## config.mk

```make
export PLATFORM = sky130hd
export DESIGN_NAME = button_debounce_flat
export DESIGN_NICKNAME = d
export VERILOG_FILES = /design/src/rtl/button_debounce_if.sv /design/src/rtl/button_debounce.sv /design/src/flat_wrapper.sv
export SDC_FILE = /design/constraint.sdc
export NUM_CORES = 1
export LEC_CHECK = 0
export ABC_AREA = 1
export CAP_MARGIN = 30
export CORE_UTILIZATION = 35
export CTS_CLUSTER_DIAMETER = 120
export DETAILED_ROUTE_END_ITERATION = 10
export GPL_ROUTABILITY_DRIVEN = 0
export REMOVE_ABC_BUFFERS = 1
export SETUP_SLACK_MARGIN = 0.5
export SYNTH_ARGS = -nofsm -noshare
export SYNTH_HDL_FRONTEND = slang
export SYNTH_SLANG_ARGS = --single-unit
export TNS_END_PERCENT = 1
```

## constraint.sdc

```tcl
create_clock -name SYSCLK -period 3.8 [get_ports SYSCLK]
set_input_delay 0.76 -clock SYSCLK [delete_from_list [all_inputs] [get_ports SYSCLK]]
set_output_delay 0.76 -clock SYSCLK [all_outputs]
set_load 0.02 [all_outputs]
```

## src/rtl/button_debounce_if.sv

```systemverilog
// Debounced button event bundle: level, edge strobes, click/long classification and press counter.
interface button_debounce_if;
  logic       pressed;
  logic       press_pulse;
  logic       release_pulse;
  logic       click_pulse;
  logic       long_pulse;
  logic [7:0] press_count;

  modport master (
    output pressed,
    output press_pulse,
    output release_pulse,
    output click_pulse,
    output long_pulse,
    output press_count
  );

  modport slave (
    input pressed,
    input press_pulse,
    input release_pulse,
    input click_pulse,
    input long_pulse,
    input press_count
  );
endinterface

```

## src/rtl/button_debounce.sv

```systemverilog
// Button conditioner: 2-flop sync, stable-count debounce, click/long FSM and wrapping press counter.
// Latency pad->press/release strobe is 2 + DEBOUNCE_CYCLES edges; no backpressure, strobes are 1 cycle.
module button_debounce #(
  parameter int unsigned DEBOUNCE_CYCLES = 500000,
  parameter int unsigned LONG_CYCLES     = 50000000,
  parameter bit          ACTIVE_LOW      = 1'b1
) (
  input  logic               SYSCLK,
  input  logic               RST_N,
  input  logic               PANO_BUTTON,
  button_debounce_if.master  evt_o
);

  localparam int unsigned DW = $clog2(DEBOUNCE_CYCLES);
  localparam int unsigned HW = (LONG_CYCLES > 1) ? $clog2(LONG_CYCLES) : 1;
  localparam logic [DW-1:0] DMAX = DW'(DEBOUNCE_CYCLES - 1);
  localparam logic [HW-1:0] LMAX = HW'(LONG_CYCLES - 1);
  // Pad level that means "released"; sync flops reset here so reset exit never looks like a press.
  localparam logic PAD_IDLE = ACTIVE_LOW;

  typedef enum logic [1:0] {
    S_IDLE = 2'd0,
    S_HELD = 2'd1,
    S_LONG = 2'd2
  } state_t;

  logic          sync1_q, sync2_q;
  logic          btn_s;

  logic          deb_q, deb_d;
  logic [DW-1:0] dcnt_q, dcnt_d;
  logic          rise_q, rise_d;
  logic          fall_q, fall_d;

  state_t        state_q, state_d;
  logic [HW-1:0] hcnt_q, hcnt_d;
  logic [7:0]    count_q, count_d;
  logic          pressed_q, pressed_d;
  logic          press_q, press_d;
  logic          release_q, release_d;
  logic          click_q, click_d;
  logic          long_q, long_d;

  always_ff @(posedge SYSCLK or negedge RST_N) begin
    if (!RST_N) begin
      sync1_q <= PAD_IDLE;
      sync2_q <= PAD_IDLE;
    end else begin
      sync1_q <= PANO_BUTTON;
      sync2_q <= sync1_q;
    end
  end

  assign btn_s = sync2_q ^ PAD_IDLE;

  // Any cycle of agreement restarts the count, so only an unbroken run can flip the state.
  always_comb begin
    deb_d  = deb_q;
    dcnt_d = '0;
    rise_d = 1'b0;
    fall_d = 1'b0;
    if (btn_s != deb_q) begin
      if (dcnt_q == DMAX) begin
        deb_d  = btn_s;
        rise_d = btn_s;
        fall_d = ~btn_s;
      end else begin
        dcnt_d = dcnt_q + DW'(1);
      end
    end
  end

  always_ff @(posedge SYSCLK or negedge RST_N) begin
    if (!RST_N) begin
      deb_q  <= 1'b0;
      dcnt_q <= '0;
      rise_q <= 1'b0;
      fall_q <= 1'b0;
    end else begin
      deb_q  <= deb_d;
      dcnt_q <= dcnt_d;
      rise_q <= rise_d;
      fall_q <= fall_d;
    end
  end

  always_comb begin
    state_d   = state_q;
    hcnt_d    = hcnt_q;
    count_d   = count_q;
    press_d   = 1'b0;
    release_d = 1'b0;
    click_d   = 1'b0;
    long_d    = 1'b0;
    unique case (state_q)
      S_IDLE: begin
        if (rise_q) begin
          state_d = S_HELD;
          press_d = 1'b1;
          count_d = count_q + 8'd1;
          hcnt_d  = '0;
        end
      end
      S_HELD: begin
        // Release is checked first so a release on the threshold cycle is still a click.
        if (fall_q) begin
          state_d   = S_IDLE;
          release_d = 1'b1;
          click_d   = 1'b1;
        end else if (hcnt_q == LMAX) begin
          state_d = S_LONG;
          long_d  = 1'b1;
        end else begin
          hcnt_d = hcnt_q + HW'(1);
        end
      end
      S_LONG: begin
        if (fall_q) begin
          state_d   = S_IDLE;
          release_d = 1'b1;
        end
      end
      default: state_d = S_IDLE;
    endcase
    pressed_d = (state_d != S_IDLE);
  end

  always_ff @(posedge SYSCLK or negedge RST_N) begin
    if (!RST_N) begin
      state_q   <= S_IDLE;
      hcnt_q    <= '0;
      count_q   <= '0;
      pressed_q <= 1'b0;
      press_q   <= 1'b0;
      release_q <= 1'b0;
      click_q   <= 1'b0;
      long_q    <= 1'b0;
    end else begin
      state_q   <= state_d;
      hcnt_q    <= hcnt_d;
      count_q   <= count_d;
      pressed_q <= pressed_d;
      press_q   <= press_d;
      release_q <= release_d;
      click_q   <= click_d;
      long_q    <= long_d;
    end
  end

  assign evt_o.pressed       = pressed_q;
  assign evt_o.press_pulse   = press_q;
  assign evt_o.release_pulse = release_q;
  assign evt_o.click_pulse   = click_q;
  assign evt_o.long_pulse    = long_q;
  assign evt_o.press_count   = count_q;

endmodule

```

## src/flat_wrapper.sv

```systemverilog
// flat-port wrapper written by rule: the top's interface ports become plain ports
module button_debounce_flat 
#(
  parameter int unsigned DEBOUNCE_CYCLES = 500000,
  parameter int unsigned LONG_CYCLES     = 50000000,
  parameter bit          ACTIVE_LOW      = 1'b1
)
  (SYSCLK, RST_N, PANO_BUTTON, evt_o_pressed, evt_o_press_pulse, evt_o_release_pulse, evt_o_click_pulse, evt_o_long_pulse, evt_o_press_count);
  button_debounce_if evt_o_i ();
  input  logic SYSCLK;
  input  logic RST_N;
  input  logic PANO_BUTTON;
  output wire logic [$bits(evt_o_i.pressed)-1:0] evt_o_pressed;
  output wire logic [$bits(evt_o_i.press_pulse)-1:0] evt_o_press_pulse;
  output wire logic [$bits(evt_o_i.release_pulse)-1:0] evt_o_release_pulse;
  output wire logic [$bits(evt_o_i.click_pulse)-1:0] evt_o_click_pulse;
  output wire logic [$bits(evt_o_i.long_pulse)-1:0] evt_o_long_pulse;
  output wire logic [$bits(evt_o_i.press_count)-1:0] evt_o_press_count;
  assign evt_o_pressed = evt_o_i.pressed;
  assign evt_o_press_pulse = evt_o_i.press_pulse;
  assign evt_o_release_pulse = evt_o_i.release_pulse;
  assign evt_o_click_pulse = evt_o_i.click_pulse;
  assign evt_o_long_pulse = evt_o_i.long_pulse;
  assign evt_o_press_count = evt_o_i.press_count;
  button_debounce #(.DEBOUNCE_CYCLES(DEBOUNCE_CYCLES), .LONG_CYCLES(LONG_CYCLES), .ACTIVE_LOW(ACTIVE_LOW)) u_core (.SYSCLK(SYSCLK), .RST_N(RST_N), .PANO_BUTTON(PANO_BUTTON), .evt_o(evt_o_i));
endmodule
```

==> summary.txt <==
Synth
  • EDFF count, synth: 0
  • Share of Yosys cell area claimed by the top area cell type: 42.3%
  • Count leader, synth: nand2_1
  • Synth cell types: 31
  • Flops & latches, synth: 65
  • Ys async rst share: 100%
  • Top_reg_cell synth: dfrtp_1
  • Gate Count Post-Synth: 506
  • Largest cells by area after synthesis: dfrtp_1 42%, nand2_1 16%, nor2_1 8.9%
  • Post-synth top cells: 160 x nand2_1, 88 x nor2_1, 63 x dfrtp_1, 52 x inv_1, 34 x nand3_1
  • Seq/Total Area, Yosys: 43.7%
  • Yosys warns: 0
  • Mapped Area: 3730 µm²
  • Avg Inst Size Synth: 7.36 µm²
  • Largest area contributor in the netlist: dfrtp_1

Layout
  • Share of layout cells above drive strength 1: 7.14%
  • Antenna cells: 0
  • Layout Utilization: 40.6%
  • Post-Layout Cell Count: 668
  • Area Growth Syn to Fin: 12.4%
  • Nets: 537

Placed design
  • I/O Buffers: 15
  • Dpl hpwl: 5.62 mm
  • Placed cells: 652

Detailed routing
  • Post-DR wirelength/cell: 11.6 µm
  • DR iter-0 viols: 184
  • DR vias: 3135
  • # DRC: 0
  • Post-Route WL: 7.74 mm
  • DRT antenna net count: 0
  • Vias per cell: 4.69
  • Detailed Routing Iterations Pass 1: 5

Global route
  • Vias in the first global route: 3126
  • Pin count of the biggest net entering global routing: 66
  • GRT Overall Usage: 15.8%
  • First-pass GRT wire length: 14.0 mm
  • Total gr overflow: 0
  • Initial antenna violation count: 0

Critical path
  • Crit path buf inv count: 2
  • Critical Path Slowest Stage Cell: ha_1
  • CP Class: flip-flop to flip-flop
  • Worst path most repeated cell: nand2_1
  • WP data arrival: 2690 ps
  • Worst path cell trace: inv_1 > ha_1 > clkinv_1 > a21oi_1 > o21ai_0 > nand2_1 > nand2_1 > nand2_1
  • Startpoint types: flip-flop
  • Slowest stage delay, CP: 740 ps
  • Critical path endpoint category: flip-flop
  • CP max FO: 23
  • CP required: 4090 ps
  • Top delay family on crit path: adder cells

STA
  • Worst setup skew after layout: 11.7 ps
  • Final setup fails: 0
  • Fin Setup TNS: 0 ps
  • Max Slew Vio Count: 0
  • Hold Vio Cnt, Final: 0
  • Period utilization: 63.1%
  • Max-slew headroom: 40.6%
  • Max Clock Freq: 417 MHz
  • Crit path time final: 2400 ps
  • Tightest Pin Transition: 891 ps
  • RSZ-0062 raised after global routing: no

Clock tree
  • CTS tree: built
  • Cts hold-fix bufs: 0
  • H-tree levels: 3
  • Post-CTS setup buffers: 0
  • CTS buffer count: 9
  • Clk slew on worst S/H paths: 70 ps
  • Post-cts sizing count: 0
  • Clk Latency, worst-skew pair: 350 ps
  • Clock sink count: 65
  • Bufs on Longest Clock Path: 2
  • Clock Tree Root: clkbuf_8

Floorplanning
  • Initial Util: 36.1%
  • Rows: 37
  • Die ar.: 11100 µm²
  • Die width: 105 µm
  • Num ports: 16
  • Core box area: 10300 µm²
  • Die height: 105 µm

Power
  • PD cells: 313 nW/µm²
  • Overall power: 1310 µW
  • Leak: 0.00180 µW
  • Max VDD drop: 201 µV

Job
  • # Max-Cap Violations: 0

Min path
  • Hold WC Path Type: flip-flop to flip-flop

Status
  • Outcome: completed
-- registers in the layout (all words and copies together), names as in the netlist --
signal and count:
u_core.hcnt_q 26, u_core.evt_o.press_count 8, u_core.dcnt_q 19, u_core.state_q 2
u_core.evt_o.long_pulse 1, u_core.evt_o.pressed 1, u_core.fall_q 1, u_core.sync2_q 1
u_core.sync1_q 1, u_core.evt_o.click_pulse 1, u_core.deb_q 1, u_core.evt_o.release_pulse 1
u_core.evt_o.press_pulse 1, u_core.rise_q 1
-- path summary, 6_finish.rpt --
path	start	endpoint	slack [ps]	cells after the start
worst max-delay path	u_core.state_q[1]$_DFF_PN0_	u_core.evt_o.pressed$_DFF_PN0_	1400	8
worst min-delay path	u_core.sync1_q$_DFF_PN1_	u_core.sync2_q$_DFF_PN1_	360	0
worst max register to register	u_core.state_q[1]$_DFF_PN0_	u_core.evt_o.pressed$_DFF_PN0_	1400	8
worst min register to register	u_core.sync1_q$_DFF_PN1_	u_core.sync2_q$_DFF_PN1_	360	0
max in group asynchronous	RST_N	u_core.evt_o.press_count[3]$_DFFE_PN0P_	2670	2
min in group asynchronous	RST_N	u_core.hcnt_q[20]$_DFFE_PN0P_	560	2
-- layer usage --
metal	track usage (%)	routed length, µm
met4	5.53	100
met5	0	0
met3	4.87	288
met2	25.9	3670
met1	19.6	3690
-- area by class of cell --
cell class                      instances  area, µm²
Clock buffer                           11        141
Clock inverter                          5       55.1
Fill cell                            1055       6140
Inverter                               54        203
Multi-Input combinational cell        381       1840
Sequential cell                        65       1630
Tap cell                              136        170
Timing Repair Buffer                   16        153
-- where the power goes --
group | switching (µW) | internal (µW) | total (µW)
Clock | 269 | 318 | 587
Sequential | 2.61 | 696 | 699
Combinational | 19.1 | 4.70 | 23.8
-- cell usage in the layout (no fill, tap or decap), types with 5 or more instances in the layout --
cell type	netlist	final
nand2_1	160	160
nor2_1	88	88
dfrtp_1	63	63
inv_1	52	52
nand3_1	34	34
xor2_1	18	18
nand4_1	14	14
clkdlybuf4s50_1	0	14
o21ai_0	11	11
o21ai_2	11	11
nor3_1	10	10
clkbuf_8	0	10
ha_1	7	7
xnor2_1	5	5
-- metrics by stage --
step	setup slack (ps)	area [µm²]	hold WS, ps
4_1_cts	1330	4190	358
3_3_place_gp	1390	3990	348
3_5_place_dp	1350	3990	348
5_1_grt	1050	4190	364
6_report	1400	4190	357
2_1_floorplan	1850	3670	345
-- kinds of logic (layout without fill, tap and decap cells) --
kind of cell             Yosys count  in the layout  synth area share (%)
buffers and inverters             60             86                  7.02
adder cells (fa/ha/maj)            7              7                  2.35
XOR/XNOR                          23             23                  5.41
flip-flops                        65             65                  43.7
AND/OR/NAND/NOR                  317            317                  35.5
AO/OA/AOI/OAI                     34             34                  6.01
No activity file was read; power rests on OpenSTA's default activity.
